==> src/rtl/switch_debounce_pkg.sv <==
// Shared switch I/O definitions: width, default timing and the switch word type.
// Latency: n/a (package). Backpressure: n/a.
package io_pkg;

   localparam int SWITCH_WIDTH           = 16;
   localparam int DEFAULT_TICK_DIV       = 50000;
   localparam int DEFAULT_STABLE_SAMPLES = 4;

   typedef logic [SWITCH_WIDTH-1:0] switch_word_t;

   // A divide-by-one prescaler still needs a one-bit counter to stay legal.
   function automatic int cnt_width(input int n);
      return (n > 1) ? $clog2(n) : 1;
   endfunction

endpackage

==> src/rtl/switch_debounce_if.sv <==
// Switch conditioning bus: raw pins in, debounced levels and strobes out (IRQ pair under SWITCH_IRQ_EN).
// Latency: n/a (wires only). Backpressure: none, outputs are level/strobe signals.
interface switch_debounce_if
   import io_pkg::*;
#(
   parameter int WIDTH = SWITCH_WIDTH
);

   logic [WIDTH-1:0] raw_switches;
   logic [WIDTH-1:0] switches;
   logic             changed;
   logic             sample_tick;
`ifdef SWITCH_IRQ_EN
   logic             irq_clear;
   logic             nIRQ;

   modport master (
      output raw_switches, irq_clear,
      input  switches, changed, sample_tick, nIRQ
   );

   modport slave (
      input  raw_switches, irq_clear,
      output switches, changed, sample_tick, nIRQ
   );
`else
   modport master (
      output raw_switches,
      input  switches, changed, sample_tick
   );

   modport slave (
      input  raw_switches,
      output switches, changed, sample_tick
   );
`endif

endinterface

==> src/rtl/switch_debounce_bit.sv <==
// One switch bit: 2-flop synchroniser, tick-sampled history and accept/hold decision.
// Latency: 2 clocks sync + STABLE_SAMPLES ticks. Backpressure: none.
module debounce_bit #(
   parameter int STABLE_SAMPLES = 4
) (
   input  logic Clock,
   input  logic nReset,
   input  logic raw,
   input  logic sample,
   output logic level,
   output logic level_nxt
);

   logic                      sync1;
   logic                      sync2;
   logic [STABLE_SAMPLES-1:0] hist;
   logic [STABLE_SAMPLES-1:0] hist_nxt;

   // The decision looks at the history as it will be after this edge's shift.
   always_comb begin
      hist_nxt  = hist;
      level_nxt = level;
      if (sample) begin
         hist_nxt = {hist[STABLE_SAMPLES-2:0], sync2};
         if (&hist_nxt) begin
            level_nxt = 1'b1;
         end else if (~|hist_nxt) begin
            level_nxt = 1'b0;
         end
      end
   end

   always_ff @(posedge Clock or negedge nReset) begin
      if (!nReset) begin
         sync1 <= 1'b0;
         sync2 <= 1'b0;
         hist  <= '0;
         level <= 1'b0;
      end else begin
         sync1 <= raw;
         sync2 <= sync1;
         hist  <= hist_nxt;
         level <= level_nxt;
      end
   end

endmodule

==> src/rtl/switch_debounce.sv <==
// Debounces WIDTH switch pins with one shared sample prescaler; optional sticky IRQ under SWITCH_IRQ_EN.
// Latency: 2 + up to STABLE_SAMPLES*TICK_DIV + 1 clocks. Backpressure: none, levels are always driven.
module switch_debounce
   import io_pkg::*;
#(
   parameter int WIDTH          = SWITCH_WIDTH,
   parameter int TICK_DIV       = DEFAULT_TICK_DIV,
   parameter int STABLE_SAMPLES = DEFAULT_STABLE_SAMPLES
) (
   input  logic        Clock,
   input  logic        nReset,
   switch_debounce_if.slave bus
);

   localparam int CW = cnt_width(TICK_DIV);
   localparam logic [CW-1:0] CNT_LAST = CW'(TICK_DIV - 1);

   logic [CW-1:0]    tick_cnt;
   logic             tick;
   logic [WIDTH-1:0] level;
   logic [WIDTH-1:0] level_nxt;
   logic             changed_q;

   always_ff @(posedge Clock or negedge nReset) begin
      if (!nReset) begin
         tick_cnt <= '0;
         tick     <= 1'b0;
      end else begin
         tick <= (tick_cnt == CNT_LAST);
         if (tick_cnt == CNT_LAST) begin
            tick_cnt <= '0;
         end else begin
            tick_cnt <= tick_cnt + 1'b1;
         end
      end
   end

   for (genvar i = 0; i < WIDTH; i++) begin : g_bit
      debounce_bit #(
         .STABLE_SAMPLES(STABLE_SAMPLES)
      ) u_bit (
         .Clock    (Clock),
         .nReset   (nReset),
         .raw      (bus.raw_switches[i]),
         .sample   (tick),
         .level    (level[i]),
         .level_nxt(level_nxt[i])
      );
   end

   // Any number of bits flipping on the same edge yields a single strobe.
   always_ff @(posedge Clock or negedge nReset) begin
      if (!nReset) begin
         changed_q <= 1'b0;
      end else begin
         changed_q <= |(level_nxt ^ level);
      end
   end

   assign bus.switches    = level;
   assign bus.changed     = changed_q;
   assign bus.sample_tick = tick;

`ifdef SWITCH_IRQ_EN
   logic nirq_q;

   // Stored inverted so the flop drives the active-low pin directly; a new change beats a clear.
   always_ff @(posedge Clock or negedge nReset) begin
      if (!nReset) begin
         nirq_q <= 1'b1;
      end else if (changed_q) begin
         nirq_q <= 1'b0;
      end else if (bus.irq_clear) begin
         nirq_q <= 1'b1;
      end
   end

   assign bus.nIRQ = nirq_q;
`endif

endmodule
==> src/flat_wrapper.sv <==
// flat-port wrapper written by rule: the top's interface ports become plain ports
module switch_debounce_flat import io_pkg::*;
#(
   parameter int WIDTH          = SWITCH_WIDTH,
   parameter int TICK_DIV       = DEFAULT_TICK_DIV,
   parameter int STABLE_SAMPLES = DEFAULT_STABLE_SAMPLES
)
  (Clock, nReset, bus_raw_switches, bus_switches, bus_changed, bus_sample_tick);
  switch_debounce_if #(.WIDTH(WIDTH)) bus_i ();
  input  logic Clock;
  input  logic nReset;
  input wire logic [$bits(bus_i.raw_switches)-1:0] bus_raw_switches;
  output wire logic [$bits(bus_i.switches)-1:0] bus_switches;
  output wire logic [$bits(bus_i.changed)-1:0] bus_changed;
  output wire logic [$bits(bus_i.sample_tick)-1:0] bus_sample_tick;
  assign bus_i.raw_switches = bus_raw_switches;
  assign bus_switches = bus_i.switches;
  assign bus_changed = bus_i.changed;
  assign bus_sample_tick = bus_i.sample_tick;
  switch_debounce #(.WIDTH(WIDTH), .TICK_DIV(TICK_DIV), .STABLE_SAMPLES(STABLE_SAMPLES)) u_core (.Clock(Clock), .nReset(nReset), .bus(bus_i));
endmodule
==> config.mk <==
export PLATFORM = sky130hd
export DESIGN_NAME = switch_debounce_flat
export DESIGN_NICKNAME = d
export VERILOG_FILES = /design/src/rtl/switch_debounce_pkg.sv /design/src/rtl/switch_debounce_if.sv /design/src/rtl/switch_debounce_bit.sv /design/src/rtl/switch_debounce.sv /design/src/flat_wrapper.sv
export SDC_FILE = /design/constraint.sdc
export NUM_CORES = 1
export LEC_CHECK = 0
export ABC_AREA = 1
export CORE_MARGIN = 2
export CORE_UTILIZATION = 60
export CTS_BUF_LIST = sky130_fd_sc_hd__clkbuf_8
export CTS_CLUSTER_DIAMETER = 120
export DETAILED_ROUTE_END_ITERATION = 12
export GPL_TIMING_DRIVEN = 0
export PLACE_DENSITY_LB_ADDON = 0.3
export SLEW_MARGIN = 20
export SYNTH_ARGS = -nofsm -noshare
export SYNTH_HDL_FRONTEND = slang
export SYNTH_SLANG_ARGS = --single-unit
==> constraint.sdc <==
create_clock -name Clock -period 1.6 [get_ports Clock]
set_input_delay 0.32 -clock Clock [delete_from_list [all_inputs] [get_ports Clock]]
set_output_delay 0.32 -clock Clock [all_outputs]
set_load 0.01 [all_outputs]
==> reports/qor.csv, run 1 <==
metric,value,unit
multiInputGateArea,1550,µm²
clock_latency,0.43,ns
seq_area_frac_synth,59.8,%
numClockSinks,114,
drt_iter0_drc,238,
synth_edf_count,0,
synth_cells,510,
synth_most_common_cell,nand2_1,
worstPathArrival,1.24,ns
tightest_slew,0.534,ns
filler_cell_count,502,
syn_avg_cell_area,9.35,µm²
setup_viol_count_final,0,
cts_tree,yes,
leakage,2.98,nW
grt_pass1_wl,16800,µm
fmax,0.641,GHz
rsz0062_at_grt,true,
clock_path_buffers,2,
synth-seq-cells,114,
num_vias,3790,
crit_type,flip-flop to primary output,
syn_nets,529,
numPlacedInstances,648,
clk_pin_slew,0.06,ns
maxSlewViolCount,0,
firstDrtPassIters,6,
yosys.area.top_type_share,59.8,%
slew-limit-headroom,64.4,%
drtAntennaViolNets,0,
crit_fanout,3,
portBuffers,35,
setup.worst_path.start_class,flip-flop,
antenna_cells,0,
async_flop_share,100,%
fp.dieW,93.1,µm
dp_slack,0.0737,ns
drive_above_1_share,16.8,%
ff2ff_setup_slack,0.10,ns
synth_commonest_cells,"nand2_1 (154), dfrtp_1 (114), nor2_1 (43)",
final_nets,604,
r2r_cells,12,
power_density,1010,nW/µm²
seqCellArea,2850,µm²
critPathRequiredTime,1.28,ns
num_rows,32,
fin_crit_sh,97.5,%
utilization,75.9,%
worstHoldPathType,input pin to flip-flop,
grt_max_degree,62,
yosysTopAreaCell,dfrtp_1,
cts_buffers,17,
skew,0.00775,ns
finalNonFillerCells,699,
dieHeight,93.1,µm
coreArea,7730,µm²
max_cap_violations,0,
ys_types,26,
setup_ws,0.0403,ns
gp_routability_congestion,0.849,
overflow,0,
wirelength,10000,µm
pin_count,36,
fin_crit,1.56,ns
synth_area,4770,µm²
dp.final_hpwl,6170,µm
final_area,5860,µm²
clockRootBuffer,clkbuf_8,
grt_pass1_vias,3782,
ctsHtreeMaxLevel,4,
start_util,61.7,%
routedWlPerCell,14.3,µm
endpoint_kind,primary output,
via_per_inst,5.42,
peakVddDrop,0.693,mV
drc_errors,0,
total_power,5.94,mW
grt_usage,25.3,%
hold_viol_final,0,
antenna_found_initial,0,
synth_area_leaders,"dfrtp_1 (60%), nand2_1 (12%), nand3_1 (4.0%)",
status,completed,
worstHoldPathCells,1,
ys_warn_count,0,
place_area,5270,µm²
fp.dieArea,8670,µm²
ys.flop_type,dfrtp_1,
areaGrowthSynthToFinish,23.0,%
[path summary, 6_finish.rpt]
path	end	start
worst min register to register	u_core.g_bit[1].u_bit.sync2	u_core.g_bit[1].u_bit.sync1
worst min-delay path	u_core.g_bit[11].u_bit.sync1	bus_raw_switches[11]
min in group asynchronous	u_core.g_bit[2].u_bit.level	nReset
worst max-delay path	bus_switches[13]	u_core.g_bit[13].u_bit.level
worst max register to register	u_core.bus.changed	u_core.bus.sample_tick
max in group asynchronous	u_core.g_bit[1].u_bit.hist[1]	nReset
[cell usage in the layout, fill, tap and decap left out, drive strengths merged]
cell type	count
nand2	157
dfrtp	114
nor2	52
buf	46
inv	44
nand3	40
clkbuf	21
o21ai	19
a21oi	18
clkdlybuf4s50	16
dlygate4sd2	16
o21bai	15
nand4	8
xor2	8
clkinv	6
nor3	6
bufinv	4
clkinvlp	2
nor4	2
ha	1
dlygate4sd3	1
clkdlybuf4s15	1
[layout make-up]
class | instances | area share [%]
clock buffers | 19 | 4.46
repair buffers | 56 | 8.99
clock inverters | 12 | 2.80
multi-input cells | 326 | 26.5
inverters | 44 | 3.03
well taps | 102 | 2.18
flip-flops and latches | 114 | 48.7
plain buffers | 26 | 3.42
[repair_timing]
action / in CTS / in global routing
gates resized for setup: 18 / 7
hold buffers: 1 / 0
gates cloned: 0 / 1
endpoints found under the setup margin: 18 / 12
endpoints found under the hold margin: 53 / 0
pin swaps: 0 / 1
setup buffers: 12 / 6
[metal layers]
metal	routed length (µm)	share of wire (%)	global-route usage, %
met4	221	2.2	12.0
met2	5110	51	41.1
met3	524	5.2	6.85
met5	0	0	0
met1	4170	42	31.7
[report_power, final]
part | internal (mW) | switching [mW]
Combinational | 0.0484 | 0.0646
Sequential | 2.92 | 0.0248
Clock | 1.75 | 1.13
[logic make-up (layout without fill, tap and decap cells)]
logic type                 after synthesis  in the layout  share of synthesized area, %
DFF                                    114            114                          59.8
adders and majority gates                1              1                         0.262
buffers and inverters                   70            157                          7.77
xor gates and xnor gates                 8              8                          1.47
AOI/OAI and AO/OA                       52             52                          6.25
and+or+nand+nor                        265            265                          24.4
[per-stage QoR]
| stage | TNS (ns) | hold slack [ns] |
|---|---|---|
| 2_1_floorplan | 0 | 0.0244 |
| 3_3_place_gp | -453.81 | 0.332 |
| 3_5_place_dp | 0 | 0.305 |
| 4_1_cts | 0 | 0.306 |
| 5_1_grt | -0.0821 | 0.305 |
| 6_report | 0 | 0.325 |
[registers in the layout, indices dropped and copies added (netlist names)]
register                  count
u_core.g_bit.u_bit.hist      48
u_core.g_bit.u_bit.level     16
u_core.g_bit.u_bit.sync1     16
u_core.g_bit.u_bit.sync2     16
u_core.tick_cnt              16
u_core.bus.changed            1
u_core.bus.sample_tick        1
[worst max-delay path: stages (launching register included)]
cell	delay [ns]
dfrtp_1	0.40
buf_4	0.14
dlygate4sd2_1	0.27
Power figures use the tool's default switching activity.
==> run 2, diff against run 1 <==
--- a/config.mk
+++ b/config.mk
@@ -5,7 +5,6 @@
 export SDC_FILE = /design/constraint.sdc
 export NUM_CORES = 1
 export LEC_CHECK = 0
-export ABC_AREA = 1
 export CORE_MARGIN = 2
 export CORE_UTILIZATION = 60
 export CTS_BUF_LIST = sky130_fd_sc_hd__clkbuf_8
==> reports/qor.csv, run 2 <==
metric,value,unit,change
tns,-0.731,ns,-0.731 ns
fin_crit_sh,114,%,+16 points
crit_chain,nor3_1 > and3b_1 > or4_4 > o41ai_2 > nand3_1,,
ys_types,42,,+62%
seq_area_frac_synth,60.9,%,+1.0 points
largest_reg_flops,48,,unchanged
antenna_cells,0,,unchanged
async_flop_share,100,%,unchanged
synth_area,4690,µm²,-1.7%
areaGrowthSynthToFinish,25.0,%,
synth_commonest_cells,"dfrtp_1 (114), mux2_2 (46), nor2_1 (34)",,
ctsHtreeMaxLevel,4,,unchanged
min_to,u_core.g_bit[0].u_bit.sync1,,
peakVddDrop,0.688,mV,-0.77%
r2r_cells,5,,-7
syn_avg_cell_area,12.4,µm²,+33%
worstPathArrival,2.09,ns,+0.85 ns
fp.dieArea,8530,µm²,-1.6%
slew-limit-headroom,66.5,%,+2.1 points
power_density,935,nW/µm²,-7.7%
intPower,4.32,mW,-8.5%
seqCellArea,2850,µm²,about the same
dp_slack,-0.228,ns,-0.302 ns
crit_type,flip-flop to flip-flop,,
place_area,5210,µm²,-1.2%
multiInputGateArea,1710,µm²,+10%
fmax,0.550,GHz,-14%
hold_viol_final,0,,unchanged
crit_fanout,3,,unchanged
reg2reg_from,u_core.g_bit[1].u_bit.sync2,,
final_cell_mix,"dfrtp_1 (113), buf_4 (47), mux2_2 (46), nor2_1 (27), clkbuf_8 (22)",,
dieHeight,92.4,µm,-0.82%
ys_warn_count,0,,unchanged
synth_edf_count,0,,unchanged
status,"complete, but fails checks",,
cpMaxStageDelayCell,or4_4,,
grt_pass1_vias,3253,,-14%
rsz0062_at_grt,true,,
drive_above_1_share,32.8,%,+16 points
leakage,2.80,nW,-6.1%
regMostFlops,u_core.g_bit.u_bit.hist,,
yosysTopAreaCell,dfrtp_1,,
fin_crit,1.82,ns,+0.257 ns
drtAntennaViolNets,0,,unchanged
setup.worst_path.start_class,flip-flop,,
max_cap_violations,0,,unchanged
wirelength,9140,µm,-8.8%
numPlacedInstances,515,,-21%
seqPwrFrac,53.9,%,+4.2 points
swShare,21.1,%,+0.61 points
final_nets,483,,-20%
violations,setup timing,,
worstHoldPathCells,1,,unchanged
coreArea,7650,µm²,-1.0%
gp_routability_congestion,0.813,,-4.3%
maxSlewViolCount,0,,unchanged
dp.final_hpwl,5590,µm,-9.5%
grt_usage,23.3,%,-2.0 points
num_rows,32,,unchanged
max_stage_delay,0.48,ns,+0.08 ns
clockRootBuffer,clkbuf_8,,
fp.dieW,92.4,µm,-0.82%
ff2ff_setup_slack,-0.22,ns,-0.32 ns
grt_max_degree,61,,-1.6%
firstDrtPassIters,4,,-2
via_per_inst,5.59,,+3.2%
synth-seq-cells,114,,unchanged
pin_count,36,,unchanged
numClockSinks,114,,unchanged
cts_tree,yes,,
clockPowerShare,43.9,%,-4.5 points
clk_pin_slew,0.07,ns,about the same
overflow,0,,unchanged
finalNonFillerCells,577,,-17%
clock_path_buffers,2,,unchanged
setup_viol_count_final,9,,+9
num_vias,3228,,-15%
drc_errors,0,,unchanged
start_util,61.3,%,-0.42 points
yosys.area.top_type_share,60.9,%,+1.0 points
drt_iter0_drc,140,,-41%
skew,0.0104,ns,+0.00270 ns
final_common_cell,dfrtp_1,,
final_area,5860,µm²,about the same
setup_ws,-0.217,ns,-0.257 ns
cts_buffers,17,,unchanged
endpoint_kind,flip-flop,,
timing.rr.end,u_core.bus.changed,,
synth_cells,377,,-26%
synth_area_leaders,"dfrtp_1 (61%), mux2_2 (11%), nor2_1 (2.7%)",,
min_from,bus_raw_switches[0],,
fin_hold_ws,0.337,ns,+0.0120 ns
critPathRequiredTime,1.88,ns,+0.60 ns
antenna_found_initial,0,,unchanged
routedWlPerCell,15.8,µm,+10%
tightest_slew,0.503,ns,-0.0316 ns
worstHoldPathType,input pin to flip-flop,,
portBuffers,35,,unchanged
grt_pass1_wl,15200,µm,-9.4%
ys.flop_type,dfrtp_1,,
power.switching,1.16,mW,-5.0%
filler_cell_count,471,,-6.2%
combPwrFrac,2.2,%,+0.3 points
clock_latency,0.42,ns,about the same
synth_most_common_cell,dfrtp_1,,
syn_nets,396,,-25%
run 2: cell families (layout without fill, tap and decap cells):
| group | after synthesis | count (layout) | synth area share [%] |
|---|---|---|---|
| AND/OR/NAND/NOR | 123 | 123 | 14.8 |
| flip-flops | 114 | 114 | 60.9 |
| AO/OA/AOI/OAI | 48 | 48 | 6.78 |
| multiplexers | 46 | 46 | 11.1 |
| buffers and inverters | 33 | 131 | 3.95 |
| XOR/XNOR | 12 | 12 | 2.24 |
| adder cells (fa/ha/maj) | 1 | 1 | 0.267 |
run 2: how the worst max path moves through the flow:
stage | from | endpoint | slack [ns] | depth (start not counted)
2_1_floorplan | u_core.tick_cnt[11] | u_core.tick_cnt[1] | -0.02 | 4
3_3_place_gp | nReset | u_core.bus.sample_tick | -4.40 | 1
3_5_place_dp | u_core.g_bit[7].u_bit.hist[1] | u_core.bus.changed | -0.23 | 5
4_1_cts | u_core.bus.sample_tick | u_core.bus.changed | -0.19 | 6
5_1_grt | u_core.bus.sample_tick | u_core.bus.changed | -0.23 | 6
6_report | u_core.g_bit[1].u_bit.sync2 | u_core.bus.changed | -0.22 | 5
run 2: layout make-up:
cell class	count	area share, %
Inverter	7	0.449
Tap cell	102	2.18
Clock buffer	21	4.93
Timing Repair Buffer	69	10.4
Clock inverter	9	1.15
Buffer	25	3.01
Sequential cell	114	48.7
Multi-Input combinational cell	230	29.2
run 2: critical path, delay by kind of cell, from the launching register on:
| family | cells | cell delay, ns |
|---|---|---|
| and+or+nand+nor | 4 | 0.86 |
| AOI/OAI and AO/OA | 1 | 0.43 |
| DFF | 1 | 0.40 |
run 2: power groups by stage:
stage	Sequential, mW	Combinational, mW	Clock (mW)
after global routing	2.95	0.139	2.58
final	2.95	0.121	2.40
after detailed placement	3.00	0.121	0
after floorplan	2.99	0.0129	0
after CTS	2.95	0.126	2.43
after global placement	3.00	0.109	0
run 2: repair_timing:
action	in CTS	in global routing
cloned	0	0
hold buffers	1	0
hold endpoints to repair	54	0
setup endpoints to repair	72	66
pin swaps	6	5
gates resized for setup	23	32
buffers inserted	26	6
run 2: routing by layer:
metal,global-route usage (%),vias up,part of all wire (%)
li1,-,1531,-
met2,37.1,72,51
met3,7.16,11,5.1
met4,8.96,0,1.1
met5,0,-,0
met1,30.3,1614,43
run 2: through the flow:
stage / power, mW / utilization, %
4_1_cts: 5.51 / 75.4
2_1_floorplan: 3.01 / -
6_report: 5.48 / 76.6
3_5_place_dp: 3.12 / 68.1
3_3_place_gp: 3.11 / 67.8
5_1_grt: 5.68 / 76.6
==> run 3, diff against run 2 <==
--- a/config.mk
+++ b/config.mk
@@ -5,10 +5,11 @@
 export SDC_FILE = /design/constraint.sdc
 export NUM_CORES = 1
 export LEC_CHECK = 0
-export CORE_MARGIN = 2
+export CORE_MARGIN = 5
 export CORE_UTILIZATION = 60
 export CTS_BUF_LIST = sky130_fd_sc_hd__clkbuf_8
 export CTS_CLUSTER_DIAMETER = 120
+export CTS_CLUSTER_SIZE = 16
 export DETAILED_ROUTE_END_ITERATION = 12
 export GPL_TIMING_DRIVEN = 0
 export PLACE_DENSITY_LB_ADDON = 0.3
==> reports/qor.csv, run 3 (same netlist as run 2, synthesis figures left out) <==
metric,value,unit,change
fin_crit_sh,110,%,-3.4 points
grt_use_met1,27.0,%,-3.3 points
numClockSinks,114,,unchanged
place_area,5210,µm²,unchanged
via_per_inst,5.61,,+0.22%
top_usage_layer,met2,,
pin_count,36,,unchanged
fin_hold_ws,0.331,ns,-0.00555 ns
filler_cell_count,464,,-1.5%
numPlacedInstances,515,,unchanged
fin_crit,1.76,ns,-0.0549 ns
final_common_cell,dfrtp_1,,
ctsHtreeMaxLevel,4,,unchanged
maxSlewViolCount,0,,unchanged
clk_pin_slew,0.07,ns,about the same
power_density,1100,nW/µm²,+18%
crit_fanout,5,,+2
largest_reg_flops,48,,unchanged
cts_tree,yes,,
grt_max_degree,82,,+34%
coreArea,7650,µm²,unchanged
endpoint_kind,flip-flop,,
portBuffers,35,,unchanged
max_stage_delay,0.48,ns,about the same
gr-usage-met2,33.3,%,-3.8 points
crit_buf_inv,0,,unchanged
final_area,5950,µm²,+1.5%
dp.final_hpwl,5530,µm,-1.0%
seqCellArea,2850,µm²,unchanged
violations,setup timing,,
clockRootBuffer,clkbuf_8,,
grt_pass1_wl,15900,µm,+4.2%
multiInputGateArea,1670,µm²,-2.2%
gp_routability_congestion,0.782,,-3.7%
overflow,0,,unchanged
num_rows,32,,unchanged
fmax,0.568,GHz,+3.1%
clock_path_buffers,2,,unchanged
firstDrtPassIters,4,,unchanged
drt_iter0_drc,139,,-0.71%
drc_errors,0,,unchanged
regMostFlops,u_core.g_bit.u_bit.hist,,
finalNonFillerCells,572,,-0.87%
antenna_found_initial,0,,unchanged
drive_above_1_share,30.4,%,-2.4 points
crit_type,flip-flop to flip-flop,,
setup_ws,-0.162,ns,+0.0549 ns
grt_usage,20.7,%,-2.6 points
grt_use_met3,7.00,%,-0.16 points
num_vias,3207,,-0.65%
start_util,61.3,%,unchanged
cpMaxStageDelayCell,or4_1,,
final_cell_mix,"dfrtp_1 (113), mux2_2 (46), buf_4 (39), nor2_1 (31), clkbuf_8 (23)",,
worstHoldPathType,input pin to flip-flop,,
skew,0.00921,ns,-0.00123 ns
areaGrowthSynthToFinish,26.9,%,
final_nets,476,,-1.4%
grt_pass1_vias,3312,,+1.8%
critPathRequiredTime,1.90,ns,+0.02 ns
status,"complete, but fails checks",,
hold_viol_final,0,,unchanged
setup.worst_path.start_class,flip-flop,,
fp.dieArea,9680,µm²,+13%
worstPathArrival,2.06,ns,-0.03 ns
drtAntennaViolNets,0,,unchanged
utilization,77.7,%,+1.1 points
fp.dieW,98.4,µm,+6.5%
crit_family,simple AND/OR/NAND/NOR gates,,
slew-limit-headroom,73.4,%,+6.9 points
peakVddDrop,0.669,mV,-2.7%
tightest_slew,0.395,ns,-0.108 ns
clock_latency,0.42,ns,about the same
cts_buffers,17,,unchanged
leakage,2.85,nW,+1.7%
setup_viol_count_final,11,,+2
rsz0062_at_grt,true,,
max_cap_violations,0,,unchanged
dieHeight,98.4,µm,+6.5%
crit_chain,nor3_1 > and3b_1 > or4_1 > o41ai_2 > nand3_1,,
antenna_cells,0,,unchanged
wirelength,9060,µm,-0.85%
routedWlPerCell,15.8,µm,about the same
[run 3: cell types whose count changed in the layout (fill, tap and decap cells not counted), sizes merged]
cell / change
buf: -8
bufinv: +6
clkinv: -2
clkinvlp: -1
dlygate4sd2: +2
inv: -2
[run 3: what timing repair did]
| item | CTS | global route |
|---|---|---|
| pin swaps | 5 | 0 |
| setup buffers | 22 | 3 |
| setup endpoints to repair | 73 | 26 |
| hold buffers | 1 | 0 |
| gates resized for setup | 26 | 13 |
| endpoints found under the hold margin | 33 | 0 |
[run 3: stage by stage]
stage	setup WS, ns	TNS (ns)	total power, mW
final	-0.162	-1.20	6.56
after global routing	-0.246	-2.26	6.76
after CTS	-0.163	-0.765	6.61
after detailed placement	-0.238	-4.61	3.12
after global placement	-4.37	-454.61	3.11
after floorplan	-0.0231	-0.0946	3.01
[run 3: worst paths after layout]
kind	from	end	slack [ns]	cells after the start
worst min register to register	u_core.g_bit[11].u_bit.sync1	u_core.g_bit[11].u_bit.sync2	0.35	0
worst max-delay path	u_core.g_bit[1].u_bit.hist[1]	u_core.bus.changed	-0.16	5
worst min-delay path	bus_raw_switches[7]	u_core.g_bit[7].u_bit.sync1	0.33	1
min in group asynchronous	nReset	u_core.g_bit[3].u_bit.level	0.35	2
max in group asynchronous	nReset	u_core.bus.sample_tick	0.58	3
worst max register to register	u_core.g_bit[1].u_bit.hist[1]	u_core.bus.changed	-0.16	5
[run 3: cell type report]
cell class / instances / area share, %
Clock buffer: 22 / 5.09
Sequential cell: 114 / 48.0
Buffer: 25 / 2.97
Multi-Input combinational cell: 230 / 28.1
Inverter: 7 / 0.442
Clock inverter: 10 / 3.81
Timing Repair Buffer: 62 / 9.41
Tap cell: 102 / 2.15
[run 3: where the power goes]
part           switching, mW  total (mW)  internal, mW
combinational         0.0668       0.118        0.0513
sequential            0.0272        2.95          2.92
clock                   1.12        3.49          2.37
[run 3: metal layers]
| layer | routed length [µm] | part of all wire, % | vias to the layer above |
|---|---|---|---|
| met2 | 4590 | 51 | 66 |
| met4 | 117 | 1.3 | 0 |
| met1 | 3890 | 43 | 1608 |
| met5 | 0 | 0 | - |
| met3 | 468 | 5.2 | 14 |
| li1 | - | - | 1519 |
